### config.mk
export PLATFORM = sky130hd
export DESIGN_NAME = id_scoreboard
export DESIGN_NICKNAME = d
export VERILOG_FILES = /design/src/rtl/id_scoreboard.sv
export SDC_FILE = /design/constraint.sdc
export NUM_CORES = 1
export LEC_CHECK = 0
export ABC_AREA = 1
export CORE_ASPECT_RATIO = 1.4
export CORE_MARGIN = 3
export CORE_UTILIZATION = 45
export CTS_CLUSTER_SIZE = 20
export DETAILED_ROUTE_END_ITERATION = 16
export PLACE_DENSITY = 0.7
export SLEW_MARGIN = 30
export SYNTH_ARGS = -nofsm -noshare
export SYNTH_HDL_FRONTEND = slang
export SYNTH_SLANG_ARGS = --single-unit
### constraint.sdc
create_clock -name clk -period 2.9 [get_ports clk]
set_clock_uncertainty 0.05 [all_clocks]
set_input_delay 0.58 -clock clk [delete_from_list [all_inputs] [get_ports clk]]
set_output_delay 0.58 -clock clk [all_outputs]
set_load 0.01 [all_outputs]
### src/rtl/id_scoreboard.sv
// id_scoreboard: per-register in-flight write tracking between ID issue and WB retire.
// Gates the ID ready signal on RAW hazards (busy sources) and on a full destination
// counter, and keeps a saturating stall-cycle counter plus a sticky underflow flag.
module id_scoreboard #(
    parameter int unsigned CNT_W   = 2,
    parameter int unsigned STALL_W = 16
) (
    input  logic               clk,
    input  logic               reset,
    input  logic               id_valid,
    input  logic               id_src1_en,
    input  logic [4:0]         id_src1,
    input  logic               id_src2_en,
    input  logic [4:0]         id_src2,
    input  logic               id_dst_we,
    input  logic [4:0]         id_dst,
    input  logic               ex_allow_in,
    input  logic               wb_we,
    input  logic [4:0]         wb_dst,
    output logic               id_ready_go,
    output logic               id_issue,
    output logic [31:0]        busy_mask,
    output logic [STALL_W-1:0] stall_cnt,
    output logic               sb_err
);

    localparam logic [CNT_W-1:0]   CntMax   = '1;
    localparam logic [CNT_W-1:0]   CntOne   = CNT_W'(1);
    localparam logic [STALL_W-1:0] StallMax = '1;
    localparam logic [STALL_W-1:0] StallOne = STALL_W'(1);

    // Entry 0 exists only so that indexing by a 5-bit register number is uniform; it
    // is held at zero so r0 never reads as busy.
    logic [CNT_W-1:0]   cnt_q [32];
    logic [CNT_W-1:0]   cnt_d [32];
    logic [STALL_W-1:0] stall_q, stall_d;
    logic               err_q, err_d;

    logic src1_haz, src2_haz, dst_haz;
    logic inc_en, ret_en, dec_en, underflow;

    // Hazard detection looks at registered counters only; a same-cycle WB retire
    // does not bypass into the ready decision.
    always_comb begin
        src1_haz    = id_src1_en & (id_src1 != 5'd0) & (cnt_q[id_src1] != '0);
        src2_haz    = id_src2_en & (id_src2 != 5'd0) & (cnt_q[id_src2] != '0);
        dst_haz     = id_dst_we & (id_dst != 5'd0) & (cnt_q[id_dst] == CntMax);
        id_ready_go = ~(src1_haz | src2_haz | dst_haz);
        id_issue    = id_valid & id_ready_go & ex_allow_in;
    end

    // Classify this cycle's counter events.
    always_comb begin
        inc_en    = id_issue & id_dst_we & (id_dst != 5'd0);
        ret_en    = wb_we & (wb_dst != 5'd0);
        dec_en    = ret_en & (cnt_q[wb_dst] != '0);
        underflow = ret_en & (cnt_q[wb_dst] == '0);
    end

    // Next-state counters: an increment and decrement on the same register cancel.
    always_comb begin
        for (int i = 0; i < 32; i++) begin
            cnt_d[i] = cnt_q[i];
        end
        cnt_d[0] = '0;
        for (int i = 1; i < 32; i++) begin
            logic inc_hit;
            logic dec_hit;
            inc_hit = inc_en & (id_dst == 5'(i));
            dec_hit = dec_en & (wb_dst == 5'(i));
            if (inc_hit && !dec_hit) begin
                cnt_d[i] = cnt_q[i] + CntOne;
            end else if (dec_hit && !inc_hit) begin
                cnt_d[i] = cnt_q[i] - CntOne;
            end
        end
    end

    // Saturating hazard-stall counter and sticky underflow flag.
    always_comb begin
        stall_d = stall_q;
        if (id_valid && !id_ready_go && (stall_q != StallMax)) begin
            stall_d = stall_q + StallOne;
        end
        err_d = err_q | underflow;
    end

    // State registers with asynchronous active-low clear.
    always_ff @(posedge clk or negedge reset) begin
        if (!reset) begin
            for (int i = 0; i < 32; i++) begin
                cnt_q[i] <= '0;
            end
            stall_q <= '0;
            err_q   <= 1'b0;
        end else begin
            for (int i = 0; i < 32; i++) begin
                cnt_q[i] <= cnt_d[i];
            end
            stall_q <= stall_d;
            err_q   <= err_d;
        end
    end

    // Busy bits are a pure decode of the counter flops, so they move only with them.
    always_comb begin
        busy_mask = '0;
        for (int i = 1; i < 32; i++) begin
            busy_mask[i] = (cnt_q[i] != '0);
        end
    end

    assign stall_cnt = stall_q;
    assign sb_err    = err_q;

endmodule

# After elaboration in Yosys (flattened, before gate mapping)

Index checks and enable logic that the tools add are counted.

Bits in registers: 79
Bits of input ports: 28
Output and inout bits: 51
Word-level logic and storage cells: 517

Add/subtract/negate cells: 63
$lt $le $gt $ge: 4
Eq/ne operators: 64
Mux-type cells: 74
Bitwise gates (word level): 83
Reductions and logical operators: 196

Operators with widths:

| kind                  | number |
|---|---|
| $eq 5x5->1 const B    | 32 |
| $mux 2                | 70 |
| $reduce_bool 2->1     | 65 |
| $eq 5x4->1 const B    | 16 |
| $and 1x1->1           | 75 |
| $logic_and 1x1->1     | 64 |
| $add 2x1->2 const B   | 31 |
| $logic_not 1->1       | 62 |
| $sub 2x1->2 const B   | 31 |
| $bmux 2 s5            | 4 |
| $eq 5x3->1 const B    | 8 |
| $ge 6x6->1 const B    | 4 |
| $not 5->6             | 4 |
| $eq 5x2->1 const B    | 4 |
| $reduce_bool 5->1     | 4 |
| $add 16x1->16 const B | 1 |
| $ne 16x16->1 const B  | 1 |
| $eq 5x1->1 const B    | 2 |
| $or 1x1->1            | 3 |
| $eq 2x2->1 const B    | 1 |
| $logic_not 2->1       | 1 |
| $not 1->1             | 1 |

# Depth between registers and ports, before layout

Word-level depth: 18
Gate-level depth with buffers: 22
Gate-level depth less buffers: 20

# Least setup slack after synthesis

OpenSTA, ideal clock, no wires.

Path kind: input to register
From: in id_src2[1]
To: reg cnt_q[47] (netlist bit)
Setup time: 0.131 ns
Arrival time: 2.664 ns
Required time: 2.719 ns
Setup slack: 0.055 ns
Stages: 18
Buffers on the path: 2
Cell sequence: buf_2 > inv_2 > nand2_1 > inv_1 > a21oi_1 > nand3_1 > nand3_1 > nand3_1 > nand3_1 > nand2_1 > nor2_4 > nand4_4 > buf_2 > nor2_1 > ha_1 > a21oi_1 > o21ai_0 > xor2_1

Cells in the longest elaborated chain, start to end: 17
Elaborated cells between the ends (all ways): 21
Those cells by class: mux (4); bitwise (11); reduce/logical (6)

Ends and longest elaborated chain:

| what                                       | RTL line | text |
|---|---|---|
| start, declared                            | 14       | `input logic [4:0] id_src2,` |
| $not 5->6 (implied by the code)            | 46       | `src2_haz = id_src2_en & (id_src2 != 5'd0) & (cnt_q[id_src2] != '0);` |
| $bmux 2 s5                                 | 46       |  |
| $mux 2 (implied by the code) (2 in series) | 46       |  |
| $reduce_bool 2->1                          | 46       |  |
| $and 1x1->1 *                              | 46       |  |
| $or 1x1->1 * (2 in series)                 | 48       | `id_ready_go = ~(src1_haz \| src2_haz \| dst_haz);` |
| $not 1->1 *                                | 48       |  |
| via id_ready_go                            | 20       | `output logic id_ready_go,` |
| $and 1x1->1 * (2 in series)                | 49       | `id_issue = id_valid & id_ready_go & ex_allow_in;` |
| $and 1x1->1 * (2 in series)                | 54       | `inc_en = id_issue & id_dst_we & (id_dst != 5'd0);` |
| $and 1x1->1 *                              | 69       | `inc_hit = inc_en & (id_dst == 5'(i));` |
| $logic_not 1->1                            | 73       | `end else if (dec_hit && !inc_hit) begin` |
| $logic_and 1x1->1                          | 73       |  |
| $reduce_bool 2->1 (no source line)         | -        |  |
| end signal, assigned by index              | 98       | `cnt_q[i] <= cnt_d[i];` |
| end, declared                              | 34       | `logic [CNT_W-1:0] cnt_q [32];` |

Mark *: on every way through the listed nets, which the timed path passes. The rest lies on a longest branch. The select of a mux whose other input is x is not followed.
A chain may end at the register's enable or synchronous reset.

# Worst setup path in the final report

From: in id_dst[0]
To: reg cnt_q[3] (netlist bit)

Cells in the longest elaborated chain, start to end: 16
Elaborated cells between the ends (all ways): 21
Those cells by class: eq/ne (2); mux (4); bitwise (10); reduce/logical (5)

Ends and longest elaborated chain:

| what                                       | RTL line | text |
|---|---|---|
| start, declared                            | 16       | `input logic [4:0] id_dst,` |
| $not 5->6 (implied by the code)            | 47       | `dst_haz = id_dst_we & (id_dst != 5'd0) & (cnt_q[id_dst] == CntMax);` |
| $bmux 2 s5                                 | 47       |  |
| $mux 2 (implied by the code) (2 in series) | 47       |  |
| $eq 2x2->1                                 | 47       |  |
| $and 1x1->1                                | 47       |  |
| $or 1x1->1                                 | 48       |  |
| $not 1->1                                  | 48       |  |
| $and 1x1->1 (2 in series)                  | 49       |  |
| $and 1x1->1 (2 in series)                  | 54       |  |
| $and 1x1->1 *                              | 69       |  |
| $logic_not 1->1                            | 73       |  |
| $logic_and 1x1->1                          | 73       |  |
| $reduce_bool 2->1 (no source line)         | -        |  |

Mark *: on every way between the ends. The rest lies on a longest branch, timed or not. The select of a mux whose other input is x is not followed.

==> qor.yml <==
htreeDepth: 3
finalHoldViolations: 0
ys.flop_type: "dfrtp_1"
grt_pass1_wl_mm: 39.2
violations: "setup timing"
crit_start: "id_dst[0]"
synth-edff-count: 0
clock.fmax_mhz: 334
critPathCaptureType: "register"
clk_latency_ps: 350
avgRoutedWirePerCell_um: 18.9
combPwrFrac_pct: 58.7
criticalPathCategory: "input pin to register"
pin_count: 79
synthTopCellsByCount: "286 x nand2_1, 115 x nor2_1, 107 x inv_1"
cts_tree: "yes"
required_ps: 3090
critical_path_arrival_ps: 3180
crit_chain: "buf_8, inv_4, clkbuf_16, nand2_1, nand2_1, nand2_1, nand2_2, nand2_2, nand2_2, o21ai_2, nand2_2, nand2_2, nor2_4, nor2_4, buf_6, nand4_4, buf_8, nor2_4, ha_4, a21oi_2, o21ai_2, xor2_1"
dp_hpwl_mm: 18.1
drive_gt1_share_pct: 35.2
routed_via_density: 5.61
synth_area_per_cell_um2: 6.67
yosysMostFrequentCell: "nand2_1"
gp_congestion: 1.02
worst_slack_ps: -97.5
floorplan.initialDensity_pct: 46.9
diodes: 0
synth_area_um2: 6400
r2r_start: "cnt_q[54]"
setup_viol_count_final: 32
synthesis.nets: 1019
cts.sinks: 79
yosys_warnings: 0
powerDensity_nw_per_um2: 752
synthCells: 959
clkSlewWorstSetupHoldPaths_ps: 70
antenna_left: 0
seq_area_frac_synth_pct: 30.9
swShare_pct: 39.8
yosys.cell_types.count: 32
period_minus_slack_ps: 3000
clk_path_buf_depth: 2
die_x_um: 107
drt_first_pass_iters: 6
place_ws_ps: -743
crit_slowest_cell: "ha_4"
antenna_found_initial: 0
die_y_um: 147
switching_power_w: 0.00311
yosys.area.top_type: "dfrtp_1"
p_int_w: 0.00470
dr_total_vias: 8163
vdd.ir_drop.worst_mv: 0.423
finalCritPeriodShare_pct: 103
ys_async_sr_fraction_pct: 100
numCtsBuffers: 9
leakage_nw: 5.01
clkPwrFrac_pct: 18.1
grtUsageTotal_pct: 31.6
dieArea_um2: 15700
port_buffers: 77
grt_pass1_vias: 7881
status: "finished, violations left"
coreArea_um2: 13600
grt.overflow.total: 0
slew_violations: 0
r2r_cells: 20
netlist.area_leader.share_pct: 30.9
worst_setup_path_start_kind: "input pin"
sequentialPowerShare_pct: 23.2
cpMostUsedCell: "nand2_2"
p_total_w: 0.00781
cp_max_fo: 11
cts_root_buf: "clkbuf_16"
row_count: 50
nNetsFinal: 1329
drv_cap: 0
drc: 0
grt_max_degree: 49
hold_class: "input pin to async pin"
yosys-top-cells-area: "dfrtp_1 31%, nand2_1 17%, xnor2_1 7.3%"
crit_path_max_incr_delay_ps: 230
wl_mm: 27.5
syn_to_final_growth_pct: 62.1
ys_seq_elements: 79
drt_iter0_markers: 889
==> area by class of cell <==
class	count	area, um^2
timing repair buffer	327	2820
fill	1001	3260
clock inverter	5	129
tap	182	228
inverter	116	438
sequential	79	1980
clock buffer	11	233
multi-input combinational	736	4550
==> metal layers <==
layer,part of all wire (%),global-route usage [%],wire [um],vias to the layer above
met4,8.1,17.5,2230,0
met3,8.4,5.63,2320,207
li1,-,-,-,3704
met2,48,55.6,13300,500
met1,35,35.8,9660,3752
met5,0,0,0,-
==> cells by family after synthesis <==
group           after synthesis  share of synthesized area, %
compound gates              113                          9.19
xor+xnor                     75                          10.3
fa+ha+maj                    32                          6.25
buf+inv                     144                          9.11
flops                        79                          30.9
other cells                   1                        0.0586
simple gates                515                          34.2
==> timing repair <==
item,in CTS,in global routing
setup buffers,10,7
endpoints found under the setup margin,64,64
hold buffers,0,0
gates cloned,3,1
hold endpoints to repair,0,0
pin swaps,16,56
gates resized for setup,99,198
==> critical path, delay by kind of cell <==
kind            cells  cell delay [ps]
xor+xnor            1              160
compound gates      3              340
buf+inv             5              680
fa+ha+maj           1              230
simple gates       12             1170
==> sequential cells by signal, summed over array words and instances, names as in the netlist <==
name and flops:
cnt_q 62, stall_cnt 16, sb_err 1
==> final timing paths <==
check	end	slack [ps]
setup reg to reg	cnt_q[3]	-10
hold / removal	cnt_q[37]	130
min in group clk	sb_err	450
hold reg to reg	sb_err	450
max in group asynchronous	cnt_q[22]	2040
setup / recovery	cnt_q[3]	-100
==> power by group through the flow <==
| stage | logic, W | clock network [W] | registers (W) |
|---|---|---|---|
| 2_1_floorplan | 0.00152 | 0 | 0.00187 |
| 3_3_place_gp | 0.00402 | 0 | 0.00178 |
| 3_5_place_dp | 0.00406 | 0 | 0.00179 |
| 4_1_cts | 0.00419 | 0.00141 | 0.00179 |
| 5_1_grt | 0.00489 | 0.00147 | 0.00186 |
| 6_report | 0.00458 | 0.00141 | 0.00181 |
==> layout by cell type (no fill, tap or decap), types with 7 or more instances in the layout <==
cell type,count
nand2_1,248
nor2_4,20
buf_6,12
clkbuf_2,8
clkdlybuf4s50_1,59
nor2_2,32
dfrtp_1,79
o21ai_1,37
ha_4,14
xnor2_1,53
inv_2,16
nand3_2,8
buf_4,225
nand2_2,33
a21oi_2,23
a21oi_1,20
clkbuf_16,10
o21ai_2,12
inv_1,98
ha_1,18
nor2_1,66
nand3_1,42
o21ai_0,11
xor2_1,22
nand2_4,7
nand4_1,49
==> per-stage QoR <==
step | setup TNS (ps) | hold WS, ps | cells | area, um^2 | utilization (%)
floorplan | 0 | 234 | 959 | 6400 | -
detailed placement | -42380 | 425 | 1419 | 9050 | 66.3
CTS | 0 | 155 | 1448 | 9680 | 70.9
finish | -1460 | 132 | 1456 | 10400 | 76.1
global route | -2930 | 160 | 1456 | 10400 | 76.1
global placement | -39590 | 410 | 1419 | 9050 | 66.3
(Power assumes the default switching activity.)
